`src/rtl/kwe_pkg.sv`:
```
// kwe_pkg: shared states, word length and PS/2 Set-2 constants for keyboard_word_entry
package kwe_pkg;

    typedef enum logic [2:0] {
        ST_IDLE,
        ST_BRK,
        ST_EXT,
        ST_EXT_BRK,
        ST_LOCKED
    } kwe_state_e;

    localparam int WORD_LEN = 10;

    localparam logic [7:0] SC_BREAK    = 8'hF0;
    localparam logic [7:0] SC_EXT      = 8'hE0;
    localparam logic [7:0] SC_ENTER    = 8'h5A;
    localparam logic [7:0] SC_BKSP     = 8'h66;
    localparam logic [7:0] ASCII_SPACE = 8'h20;

endpackage

```
`src/rtl/scan_to_ascii.sv`:
```
// scan_to_ascii: combinational Set-2 make code to uppercase ASCII lookup
// Digit codes are mapped only when KWE_DIGITS_EN is defined.
module scan_to_ascii (
    input  logic [7:0] scan_code,
    output logic [7:0] ascii,
    output logic       valid
);

    always_comb begin
        ascii = 8'h00;
        case (scan_code)
            8'h1C: ascii = "A";
            8'h32: ascii = "B";
            8'h21: ascii = "C";
            8'h23: ascii = "D";
            8'h24: ascii = "E";
            8'h2B: ascii = "F";
            8'h34: ascii = "G";
            8'h33: ascii = "H";
            8'h43: ascii = "I";
            8'h3B: ascii = "J";
            8'h42: ascii = "K";
            8'h4B: ascii = "L";
            8'h3A: ascii = "M";
            8'h31: ascii = "N";
            8'h44: ascii = "O";
            8'h4D: ascii = "P";
            8'h15: ascii = "Q";
            8'h2D: ascii = "R";
            8'h1B: ascii = "S";
            8'h2C: ascii = "T";
            8'h3C: ascii = "U";
            8'h2A: ascii = "V";
            8'h1D: ascii = "W";
            8'h22: ascii = "X";
            8'h35: ascii = "Y";
            8'h1A: ascii = "Z";
`ifdef KWE_DIGITS_EN
            8'h45: ascii = "0";
            8'h16: ascii = "1";
            8'h1E: ascii = "2";
            8'h26: ascii = "3";
            8'h25: ascii = "4";
            8'h2E: ascii = "5";
            8'h36: ascii = "6";
            8'h3D: ascii = "7";
            8'h3E: ascii = "8";
            8'h46: ascii = "9";
`endif
            default: ascii = 8'h00;
        endcase
    end

    assign valid = ascii != 8'h00;

endmodule

```
`src/rtl/keyboard_word_entry.sv`:
```
// keyboard_word_entry: decodes PS/2 make codes into one-cycle slot writes for a ten-letter word
// Optional digit entry is enabled by defining KWE_DIGITS_EN.
module keyboard_word_entry
    import kwe_pkg::*;
(
    input  logic       clk,
    input  logic       reset,
    input  logic [7:0] scan_code,
    input  logic       scan_valid,
    input  logic       clear,
    output logic [7:0] ascii_code,
    output logic       load,
    output logic [3:0] counter,
    output logic       full,
    output logic       done
);

    kwe_state_e state_q;
    logic [3:0] fill_q;
    logic [7:0] ascii_q;
    logic [3:0] counter_q;
    logic       load_q;
    logic       done_q;
    logic [7:0] map_ascii;
    logic       map_valid;

    scan_to_ascii u_map (
        .scan_code (scan_code),
        .ascii     (map_ascii),
        .valid     (map_valid)
    );

    always_ff @(posedge clk or posedge reset) begin
        if (reset) begin
            state_q   <= ST_IDLE;
            fill_q    <= 4'd0;
            ascii_q   <= 8'h00;
            counter_q <= 4'd0;
            load_q    <= 1'b0;
            done_q    <= 1'b0;
        end else begin
            load_q <= 1'b0;
            done_q <= 1'b0;
            // clear wins over a coincident byte; stale slots are overwritten on re-entry
            if (clear) begin
                state_q <= ST_IDLE;
                fill_q  <= 4'd0;
            end else if (scan_valid) begin
                case (state_q)
                    ST_IDLE: begin
                        if (scan_code == SC_BREAK) begin
                            state_q <= ST_BRK;
                        end else if (scan_code == SC_EXT) begin
                            state_q <= ST_EXT;
                        end else if (map_valid) begin
                            if (fill_q < 4'(WORD_LEN)) begin
                                load_q    <= 1'b1;
                                counter_q <= fill_q;
                                ascii_q   <= map_ascii;
                                fill_q    <= fill_q + 4'd1;
                            end
                        end else if (scan_code == SC_BKSP) begin
                            if (fill_q != 4'd0) begin
                                load_q    <= 1'b1;
                                counter_q <= fill_q - 4'd1;
                                ascii_q   <= ASCII_SPACE;
                                fill_q    <= fill_q - 4'd1;
                            end
                        end else if (scan_code == SC_ENTER && fill_q != 4'd0) begin
                            done_q  <= 1'b1;
                            state_q <= ST_LOCKED;
                        end
                    end
                    ST_BRK:     state_q <= ST_IDLE;
                    ST_EXT:     state_q <= (scan_code == SC_BREAK) ? ST_EXT_BRK : ST_IDLE;
                    ST_EXT_BRK: state_q <= ST_IDLE;
                    ST_LOCKED:  state_q <= ST_LOCKED;
                    default:    state_q <= ST_IDLE;
                endcase
            end
        end
    end

    assign ascii_code = ascii_q;
    assign counter    = counter_q;
    assign load       = load_q;
    assign done       = done_q;
    assign full       = fill_q == 4'(WORD_LEN);

endmodule
```
`config.mk`:
```
export PLATFORM = sky130hd
export DESIGN_NAME = keyboard_word_entry
export DESIGN_NICKNAME = d
export VERILOG_FILES = /design/src/rtl/kwe_pkg.sv /design/src/rtl/scan_to_ascii.sv /design/src/rtl/keyboard_word_entry.sv
export SDC_FILE = /design/constraint.sdc
export NUM_CORES = 1
export LEC_CHECK = 0
export BUFFER_PORTS_ARGS = -buffer_cell sky130_fd_sc_hd__buf_2
export CAP_MARGIN = 10
export CORE_AREA = 2 2 87 89
export DETAILED_ROUTE_END_ITERATION = 7
export DIE_AREA = 0 0 89 91
export HOLD_SLACK_MARGIN = 0.15
export PLACE_DENSITY = 0.51
export SYNTH_ARGS = -nofsm -noshare
export SYNTH_HDL_FRONTEND = slang
export SYNTH_SLANG_ARGS = --single-unit
```
`constraint.sdc`:
```
create_clock -name clk -period 4.45 [get_ports clk]
set_input_delay 0.89 -clock clk [delete_from_list [all_inputs] [get_ports clk]]
set_output_delay 0.89 -clock clk [all_outputs]
set_load 0.05 [all_outputs]
```
# Word-level counts from Yosys, hierarchy flattened
# Memories as Yosys holds them, arrays and structs flattened.
# Index checks and enable logic that the tools add are counted.
# op_classes
add_sub_neg	2
n_lt_le_gt_ge	1
eq_ne	14
mux	42
bitwise	3
reduce_logical	13
# op_table
operator	count
4-bit two-way mux	11
8-bit two-way mux	5
3-bit two-way mux	7
1-bit two-way mux	17
8-bit by 7-bit == test with 1-bit output (second input constant)	2
8-bit == test (second input constant)	2
5-bit != test (second input constant)	3
3-bit one-hot mux with 3 select lines	1
8-bit AND reduction	1
2-bit nonzero test	4
8-bit nonzero test	1
7-bit AND reduction	1
3-bit nonzero test	2
4-bit by 1-bit adder with 4-bit output (second input constant)	1
4-bit == test (second input constant)	1
4-bit less-than comparator (second input constant)	1
2-bit != test (second input constant)	2
4-bit AND reduction	1
4-bit nonzero test	1
4-bit by 1-bit subtractor with 4-bit output (second input constant)	1
3-bit by 2-bit == test with 1-bit output (second input constant)	1
3-bit == test (second input constant)	1
3-bit logical NOT	1
3-bit by 2-bit != test with 1-bit output (second input constant)	1
other kinds (4)	6
# totals
ff_bits	21
rom_bits	768
inputBits	12
output_inout_bits	15
elab_cells	82
mem_count	1
# memory_table
memory	depth	word_bits	read_ports	rd_clocked_by_memory_dff	wr	line	rtl
(name not given)	128	6	1	0	0	scan_to_ascii.sv:11	case (scan_code)

# Depth between registers and ports, before layout
# Gate-level depths: netlist (run 1).
# depth
depth_word	10
depth_mapped	12
mapped_depth_nobuf	10

# Cells and area by module
# Synthesis (run 1) repeated with hierarchy kept, for this count alone.
# hier_totals
hier_cells	223
area_unflattened_um2	2016.9
# by_module_without_submodules
mod	n_inst	cells_each	area_each_um2	seq_area_each_um2
keyboard_word_entry	1	118	1249.9	525.5
scan_to_ascii	1	105	767.0	0.0

# Worst setup path before layout (run 1)
# Ideal clock, no wire load.
# synth_path
path_kind	input port to flip-flop
start	input scan_code[1]
end	register ascii_q[4] (netlist: ascii_code[4])
setup_time_ns	0.128
t_arrival_ns	3.477
required_time_ns	4.322
path_slack_ns	0.845
stages	12
n_path_buf	2
cell_sequence	clkbuf_1 -> inv_1 -> ha_1 -> buf_2 -> mux2i_1 -> o221ai_1 -> a211oi_2 -> o221ai_2 -> nor4_4 -> o21a_2 -> nor2_4 -> mux2_1
# synth_between
elab_chain_len	5
word_cells_on_any_way	14
cone_classes	4 x eq/ne; 3 x mux; 2 x bitwise; 4 x reduce/logical; 1 x memory
# synth_rtl
item	line	rtl
start: declaration	keyboard_word_entry.sv:8	input logic [7:0] scan_code,
memory 128 x 6 bit	--	
8-bit two-way mux	scan_to_ascii.sv:11	
8-bit nonzero test	scan_to_ascii.sv:54	assign valid = ascii != 8'h00;
2-bit by 1-bit != test with 1-bit output (no source line) / 2-bit nonzero test (equally long branches)	--	
8-bit AND reduction (no source line)	--	
end signal: assignment	keyboard_word_entry.sv:59	ascii_q <= map_ascii;
end: declaration	keyboard_word_entry.sv:20	logic [7:0] ascii_q;
# Several ways; a longest one is shown, not always the timed one. The select of a mux whose other input is x is not followed.
# A chain may end at the register's enable or synchronous reset.

# Worst setup path after layout (run 1)
# layout_path
start	input scan_code[1]
end	register fill_q[2]
# layout_between
elab_chain_len	9
word_cells_on_any_way	18
cone_classes	6 x eq/ne; 7 x mux; 4 x reduce/logical; 1 x memory
# layout_rtl
item	line	rtl
memory 128 x 6 bit	--	
8-bit two-way mux	scan_to_ascii.sv:11	
8-bit nonzero test	scan_to_ascii.sv:54	
4-bit two-way mux	keyboard_word_entry.sv:55	end else if (map_valid) begin
4-bit two-way mux	keyboard_word_entry.sv:53	end else if (scan_code == SC_EXT) begin
4-bit two-way mux	keyboard_word_entry.sv:51	if (scan_code == SC_BREAK) begin
4-bit two-way mux	keyboard_word_entry.sv:49	case (state_q)
4-bit two-way mux	keyboard_word_entry.sv:48	end else if (scan_valid) begin
4-bit two-way mux	keyboard_word_entry.sv:45	if (clear) begin
end signal: assignment	keyboard_word_entry.sv:60	fill_q <= fill_q + 4'd1;
end signal: assignment	keyboard_word_entry.sv:67	fill_q <= fill_q - 4'd1;
end: declaration	keyboard_word_entry.sv:19	logic [3:0] fill_q;
# Several ways; a longest one is shown, not always the timed one. The select of a mux whose other input is x is not followed.

==> metrics.yaml, run 1 <==
setup_path:
  crit_required_ns: 4.63
  crit_family: "compound AO/OA/AOI/OAI gates"
  critPathBufInv: 3
  worstSetupPathType: "input pin to flip-flop"
  reg2reg_from: "fill_q[1]$_DFFE_PP0P_"
  critPathSlowestCell: "a2bb2oi_1"
  reg2reg_depth: 8
  critical_path_cell_count: 12
  path_cells: "buf_2 -> inv_1 -> ha_1 -> nor2b_1 -> o311ai_0 -> o311ai_1 -> a2bb2oi_1 -> nor4_4 -> buf_4 -> o31a_1 -> or3_1 -> a21oi_1"
  end_kind: "flip-flop"
  r2r_slack_ns: 1.90
  start_kind: "input pin"
  critPathMaxStageDelay_ns: 0.37
  critPathArrivalTime_ns: 3.69
  path_max_fanout: 11
  reg2reg_to: "fill_q[2]$_DFFE_PP0P_"
timing:
  maxSlewHeadroom: 0.496
  fmaxAchievable_ghz: 0.284
  fin_crit_sh: 0.791
  worst_clock_skew_ns: 0.00450
  whs_ns: 0.481
  worstMarginPinSlew_ns: 0.755
  rsz0062_at_grt: "no"
  setup_viol: 0
  layout_min_cycle_time_ns: 3.52
  drv_slew: 0
  worst_slack_ns: 0.931
  report.final.hold_viol_count: 0
  tns_ns: 0
routing:
  wl_per_cell_um: 13.2
  avgViaCountPerCell: 4.83
  ant_nets: 0
  vias: 1508
  wl_um: 4100
  dr.pass1.iters: 4
  drc: 0
  drt-initial-drc-count: 145
clock_tree:
  cts_hold_buf: 0
  clock_latency_ns: 0.25
  post_cts_buffers: 0
  cts_resized: 0
  clockBufferDepth: 2
  cts_sinks: 20
  numCtsBuffers: 3
  cts_max_level: 1
  root_buffer: "clkbuf_8"
  cts.clk_slew.worst_paths_ns: 0.07
  cts_tree: "yes"
die:
  fp-row-count: 31
  start_util: 0.241
  ioPinCount: 27
  die_h_um: 91
  core_area_um2: 7140
  die_area_um2: 8100
  die_width_um: 89
grt:
  grt_start_max_net_pins: 32
  antenna_found_initial: 0
  grt_usage: 0.107
  grt_util_met1: 0.138
  met3_usage: 0.0255
  grt.busiest_layer: "met2"
  met2_usage: 0.179
  grt_first_pass_wirelength_um: 7110
  grt_pass1_vias: 1512
  grt_overflow: 0
worst_hold_path:
  hp-start: "counter[1]$_DFFE_PP0P_"
  min_delay_path_depth: 1
  min_path_type: "flip-flop to flip-flop"
  holdPathEnd: "counter[1]$_DFFE_PP0P_"
synthesis:
  synth_edf_count: 0
  ys_seq_area_frac: 0.290
  syn_area_um2: 1720
  synth_flop_cell: "dfrtp_1"
  synth_warnings: 0
  synth_cell_types: 52
  synthTopCellsByArea: "dfrtp_1, ha_1, mux2i_1"
  avgSynthCellArea_um2: 8.84
  ys_ff_latch: 20
  yosys.area.top_type: "dfrtp_1"
  syn_inst: 195
  synth.top_cell.area_share: 0.290
  synth_nets: 217
  async_flop_share: 1.00
placed_design:
  place.gp.congestion: 0.870
  preCtsSetupSlack_ns: 0.684
  dp_hpwl_um: 3160
  place_inst: 308
  io_buffers: 25
run_status:
  status: "finished, final reports clean"
finish:
  area_growth_pct: 13.9
  fin_util: 0.275
  layout_commonest_cell: "buf_2"
  n_fill_cell: 772
  antenna_cells: 0
  fin_cells: 312
  fin_nets: 236
  final_cell_mix: "buf_2, dfrtp_1, inv_1, nand2_1, nand2b_1"
  drive_gt1_frac: 0.174
power_and_ir_drop:
  power.leakage_nw: 0.858
  power_density_nw_per_um2: 345
  ir_drop_mv: 0.100
run:
  cap_viol_max_count: 0
[cell usage after synthesis (2+ instances only)]
library cell and n:
nand4_1 2, or4_1 2, nor2b_1 3, mux2i_1 10, o21ai_0 11, a21oi_1 9
inv_1 13, o21ai_1 5, buf_6 2, o2111ai_1 2, buf_2 4, a211oi_2 2
nor2_1 9, nor3_1 4, a32oi_1 2, o41ai_1 2, xnor2_1 4, nand3b_1 2
nor4_1 3, dfrtp_1 20, nand2b_1 12, a31oi_1 2, o221ai_1 3, nand2_1 13
or3_1 3, clkbuf_1 4, a211oi_1 5, ha_1 10, mux2_1 8, buf_4 2
[power breakdown]
group          leakage (nW)  internal (mW)  switching (mW)  total, mW
logic                 0.563         0.0898           0.216      0.306
clock network        0.0288         0.0786          0.0552      0.134
registers             0.266          0.217          0.0207      0.237
[through the flow]
stage	instance area, µm²	total power, mW
floorplan	1720	0.477
global route	1960	0.721
CTS	1960	0.686
global placement	1910	0.550
finish	1960	0.677
detailed placement	1910	0.548
[cell type report]
class,instances,area [µm²],share of cell area
multi-input cells,150,1100,0.561
flip-flops and latches,20,500,0.255
repair buffers,26,133,0.0676
clock buffers,4,55.1,0.0281
well taps,99,124,0.0631
inverters,13,48.8,0.0249
[flip-flops by register name, summed over array words and instances (netlist names)]
| name | flops |
|---|---|
| counter | 4 |
| fill_q | 4 |
| load | 1 |
| done | 1 |
| ascii_code | 7 |
| state_q | 3 |
[routing by layer]
metal,vias up,routed length (µm)
met3,4,177
met1,718,1880
met4,0,34
met2,36,2010
met5,-,0
li1,750,-
[how the worst max path moves through the flow]
stage | start | to | slack, ns
after floorplan | scan_code[1] | ascii_code[4]$_DFFE_PP0P_ | 0.85
after global placement | scan_code[1] | fill_q[2]$_DFFE_PP0P_ | 0.72
after detailed placement | scan_code[1] | fill_q[2]$_DFFE_PP0P_ | 0.68
after CTS | scan_code[1] | fill_q[2]$_DFFE_PP0P_ | 0.94
after global routing | scan_code[1] | fill_q[3]$_DFFE_PP0P_ | 0.63
final | scan_code[1] | fill_q[2]$_DFFE_PP0P_ | 0.93
[cells by family (layout without fill, tap and decap cells)]
kind of cell	count (synthesis)	count (layout)	share of synthesized area
XOR/XNOR	5	5	0.0254
adder cells (fa/ha/maj)	10	10	0.0726
AO/OA/AOI/OAI	54	54	0.220
multiplexers	18	18	0.110
buffers and inverters	25	43	0.0704
AND/OR/NAND/NOR	62	62	0.208
other	1	1	0.00218
flip-flops	20	20	0.290
Power figures use the tool's default switching activity.
==> inputs of run 2 (changes only) <==
ABC_AREA = 1   (was not set)
CORE_AREA = 2 2 89 91   (was 2 2 87 89)
DIE_AREA = 0 0 91 93   (was 0 0 89 91)
clock period = 3.45 ns   (was 4.45 ns; I/O delays follow)
==> metrics.yaml, run 2 <==
timing:
  report.final.hold_viol_count: 0  # unchanged
  layout_min_cycle_time_ns: 2.80
  tns_ns: 0  # unchanged
  rsz0062_at_grt: "no"
  fmaxAchievable_ghz: 0.357
  worst_clock_skew_ns: 0.00628  # +0.00178 ns
  worst_slack_ns: 0.646  # -0.284 ns
  worstMarginPinSlew_ns: 0.752  # -0.00239 ns
  fin_crit_sh: 0.813
  drv_slew: 0  # unchanged
  setup_viol: 0  # unchanged
  maxSlewHeadroom: 0.498  # +0.00160
  whs_ns: 0.482  # +0.000942 ns
setup_path:
  start_kind: "input pin"
  critPathSlowestCell: "nand4_1"
  critPathMaxStageDelay_ns: 0.40  # +0.03 ns
  cpMostUsedCell: "nand2_1"
  path_cells: "buf_2 -> inv_1 -> ha_1 -> nand2_4 -> nand2_1 -> o21ai_0 -> nand3_1 -> nand2_1 -> nand3_1 -> nor2_2 -> nand2_1 -> nand2_1 -> nand4_1 -> nand2_1 -> nand2_1"
  critPathArrivalTime_ns: 2.96  # -0.73 ns
  worstSetupPathType: "input pin to flip-flop"
  path_max_fanout: 12  # +1
  end_kind: "flip-flop"
  crit_required_ns: 3.61  # -1.02 ns
die:
  ioPinCount: 27  # unchanged
  die_width_um: 91  # +2.2%
  fp-row-count: 32  # +3.2%
  core_area_um2: 7530  # +5.5%
  die_h_um: 93  # +2.2%
  die_area_um2: 8460  # +4.5%
  start_util: 0.241  # -0.000386
power_and_ir_drop:
  power.leakage_nw: 1.20  # +40%
  power_frac_comb: 0.445  # -0.007
  p_switching_mw: 0.440  # +51%
  ir_drop_mv: 0.137  # +36%
  power_density_nw_per_um2: 478  # +39%
  switching_share: 0.443  # +0.0121
  power.total_mw: 0.992  # +47%
  p_int_mw: 0.552  # +43%
  pwr-share-seq: 0.322  # -0.029
  p_clk_frac: 0.233  # +0.035
routing:
  wl_um: 4360  # +6.1%
  drt-initial-drc-count: 156  # +7.6%
  vias: 1832  # +21%
  dr.pass1.iters: 4  # unchanged
  ant_nets: 0  # unchanged
  wl_per_cell_um: 10.6  # -20%
  drc: 0  # unchanged
  avgViaCountPerCell: 4.45  # -8.0%
finish:
  layout_commonest_cell: "nand2_1"
  fin_cells: 412  # +32%
  area_growth_pct: 14.3
  antenna_cells: 0  # unchanged
  final_cell_mix: "nand2_1, nand3_1, inv_1"
  largest_reg_flops: 7  # unchanged
  drive_gt1_frac: 0.148  # -0.0253
  fin_nets: 333  # +41%
synthesis:
  syn_area_um2: 1810  # +5.3%
  ys_seq_area_frac: 0.276  # -0.0146
  syn_inst: 290  # +49%
  synth_flop_cell: "dfrtp_1"
  synth_most_common_cell: "nand2_1"
  yosys-top-cells-count: "nand2_1, nand3_1, inv_1, nor2_1, dfrtp_1"
  synth_nets: 312  # +44%
  async_flop_share: 1.00  # unchanged
  synth.top_cell.area_share: 0.276  # -0.0146
  synth_warnings: 0  # unchanged
  ys_ff_latch: 20  # unchanged
  synth_edf_count: 0  # unchanged
  yosys.area.top_type: "dfrtp_1"
  synth_cell_types: 27  # -48%
  avgSynthCellArea_um2: 6.26  # -29%
  synthTopCellsByArea: "dfrtp_1, nand2_1, nand3_1"
worst_hold_path:
  min_path_type: "flip-flop to flip-flop"
clock_tree:
  cts_tree: "yes"
  root_buffer: "clkbuf_8"
  clockBufferDepth: 2  # unchanged
  cts.clk_slew.worst_paths_ns: 0.08  # about the same
  cts_max_level: 1  # unchanged
  cts_sinks: 20  # unchanged
  cts_resized: 0  # unchanged
  numCtsBuffers: 3  # unchanged
  clock_latency_ns: 0.26  # about the same
  cts_hold_buf: 0  # unchanged
  post_cts_buffers: 0  # unchanged
run_status:
  status: "finished, final reports clean"
grt:
  grt_first_pass_wirelength_um: 7800  # +9.7%
  grt_usage: 0.109  # +0.00183
  antenna_found_initial: 0  # unchanged
  grt_start_max_net_pins: 22  # -31%
  grt_pass1_vias: 1797  # +19%
  grt_overflow: 0  # unchanged
placed_design:
  place_inst: 408  # +32%
  io_buffers: 25  # unchanged
  preCtsSetupSlack_ns: 0.359  # -0.325 ns
  place.gp.congestion: 0.854  # -1.9%
  dp_hpwl_um: 3420  # +8.2%
run:
  cap_viol_max_count: 0  # unchanged
-- run 2: cell types whose count changed after synthesis, moves of 5 or more --
cell and delta:
a211oi_1 -5, a21oi_1 -5, inv_1 +15, mux2_1 -8
mux2i_1 -10, nand2_1 +94, nand2b_1 -12, nand3_1 +46
nor2_1 +12
-- run 2: worst paths after layout --
kind	startpoint	to	slack (ns)	cells after the start
setup reg to reg	state_q[1]$_DFFE_PP0P_	counter[0]$_DFFE_PP0P_	1.43	8
hold / removal	counter[3]$_DFFE_PP0P_	counter[3]$_DFFE_PP0P_	0.48	2
setup / recovery	scan_code[1]	counter[0]$_DFFE_PP0P_	0.65	15
hold reg to reg	counter[3]$_DFFE_PP0P_	counter[3]$_DFFE_PP0P_	0.48	2
max in group asynchronous	reset	state_q[1]$_DFFE_PP0P_	2.42	2
min in group asynchronous	reset	load$_DFF_PP0_	0.55	2
-- run 2: stage by stage --
step,util,cell area (µm²)
CTS,0.276,2070
floorplan,-,1810
detailed placement,0.266,2000
global route,0.276,2070
finish,0.276,2070
global placement,0.266,2000
-- run 2: critical path, delay by kind of cell --
| family | cells | cell delay (ns) |
|---|---|---|
| AO/OA/AOI/OAI | 1 | 0.19 |
| adder cells (fa/ha/maj) | 1 | 0.24 |
| AND/OR/NAND/NOR | 11 | 1.57 |
| buffers and inverters | 2 | 0.26 |
-- run 2: cells by family after synthesis --
kind of cell,synth area share
other,0.00207
adders and majority gates,0.0690
DFF,0.276
and+or+nand+nor,0.491
buffers and inverters,0.109
xor gates and xnor gates,0.0145
AOI/OAI and AO/OA,0.0386
-- run 2: area by class of cell --
class	instances	area [µm²]
repair buffers	26	133
multi-input cells	227	1120
clock inverters	1	30.0
well taps	102	128
inverters	33	126
flip-flops and latches	20	500
clock buffers	3	41.3
fillers	874	5450
-- run 2: power groups by stage --
| stage | Sequential [mW] | Combinational, mW | Clock [mW] |
|---|---|---|---|
| 2_1_floorplan | 0.457 | 0.215 | 0 |
| 3_3_place_gp | 0.325 | 0.445 | 0 |
| 3_5_place_dp | 0.323 | 0.443 | 0 |
| 4_1_cts | 0.319 | 0.445 | 0.241 |
| 5_1_grt | 0.325 | 0.492 | 0.254 |
| 6_report | 0.319 | 0.441 | 0.231 |
-- run 2: per-layer routing --
layer | GRT usage | share of wire | wire [µm]
met1 | 0.138 | 0.47 | 2040
met2 | 0.190 | 0.47 | 2060
met3 | 0.0226 | 0.041 | 179
met4 | 0.0278 | 0.018 | 80
met5 | 0 | 0 | 0
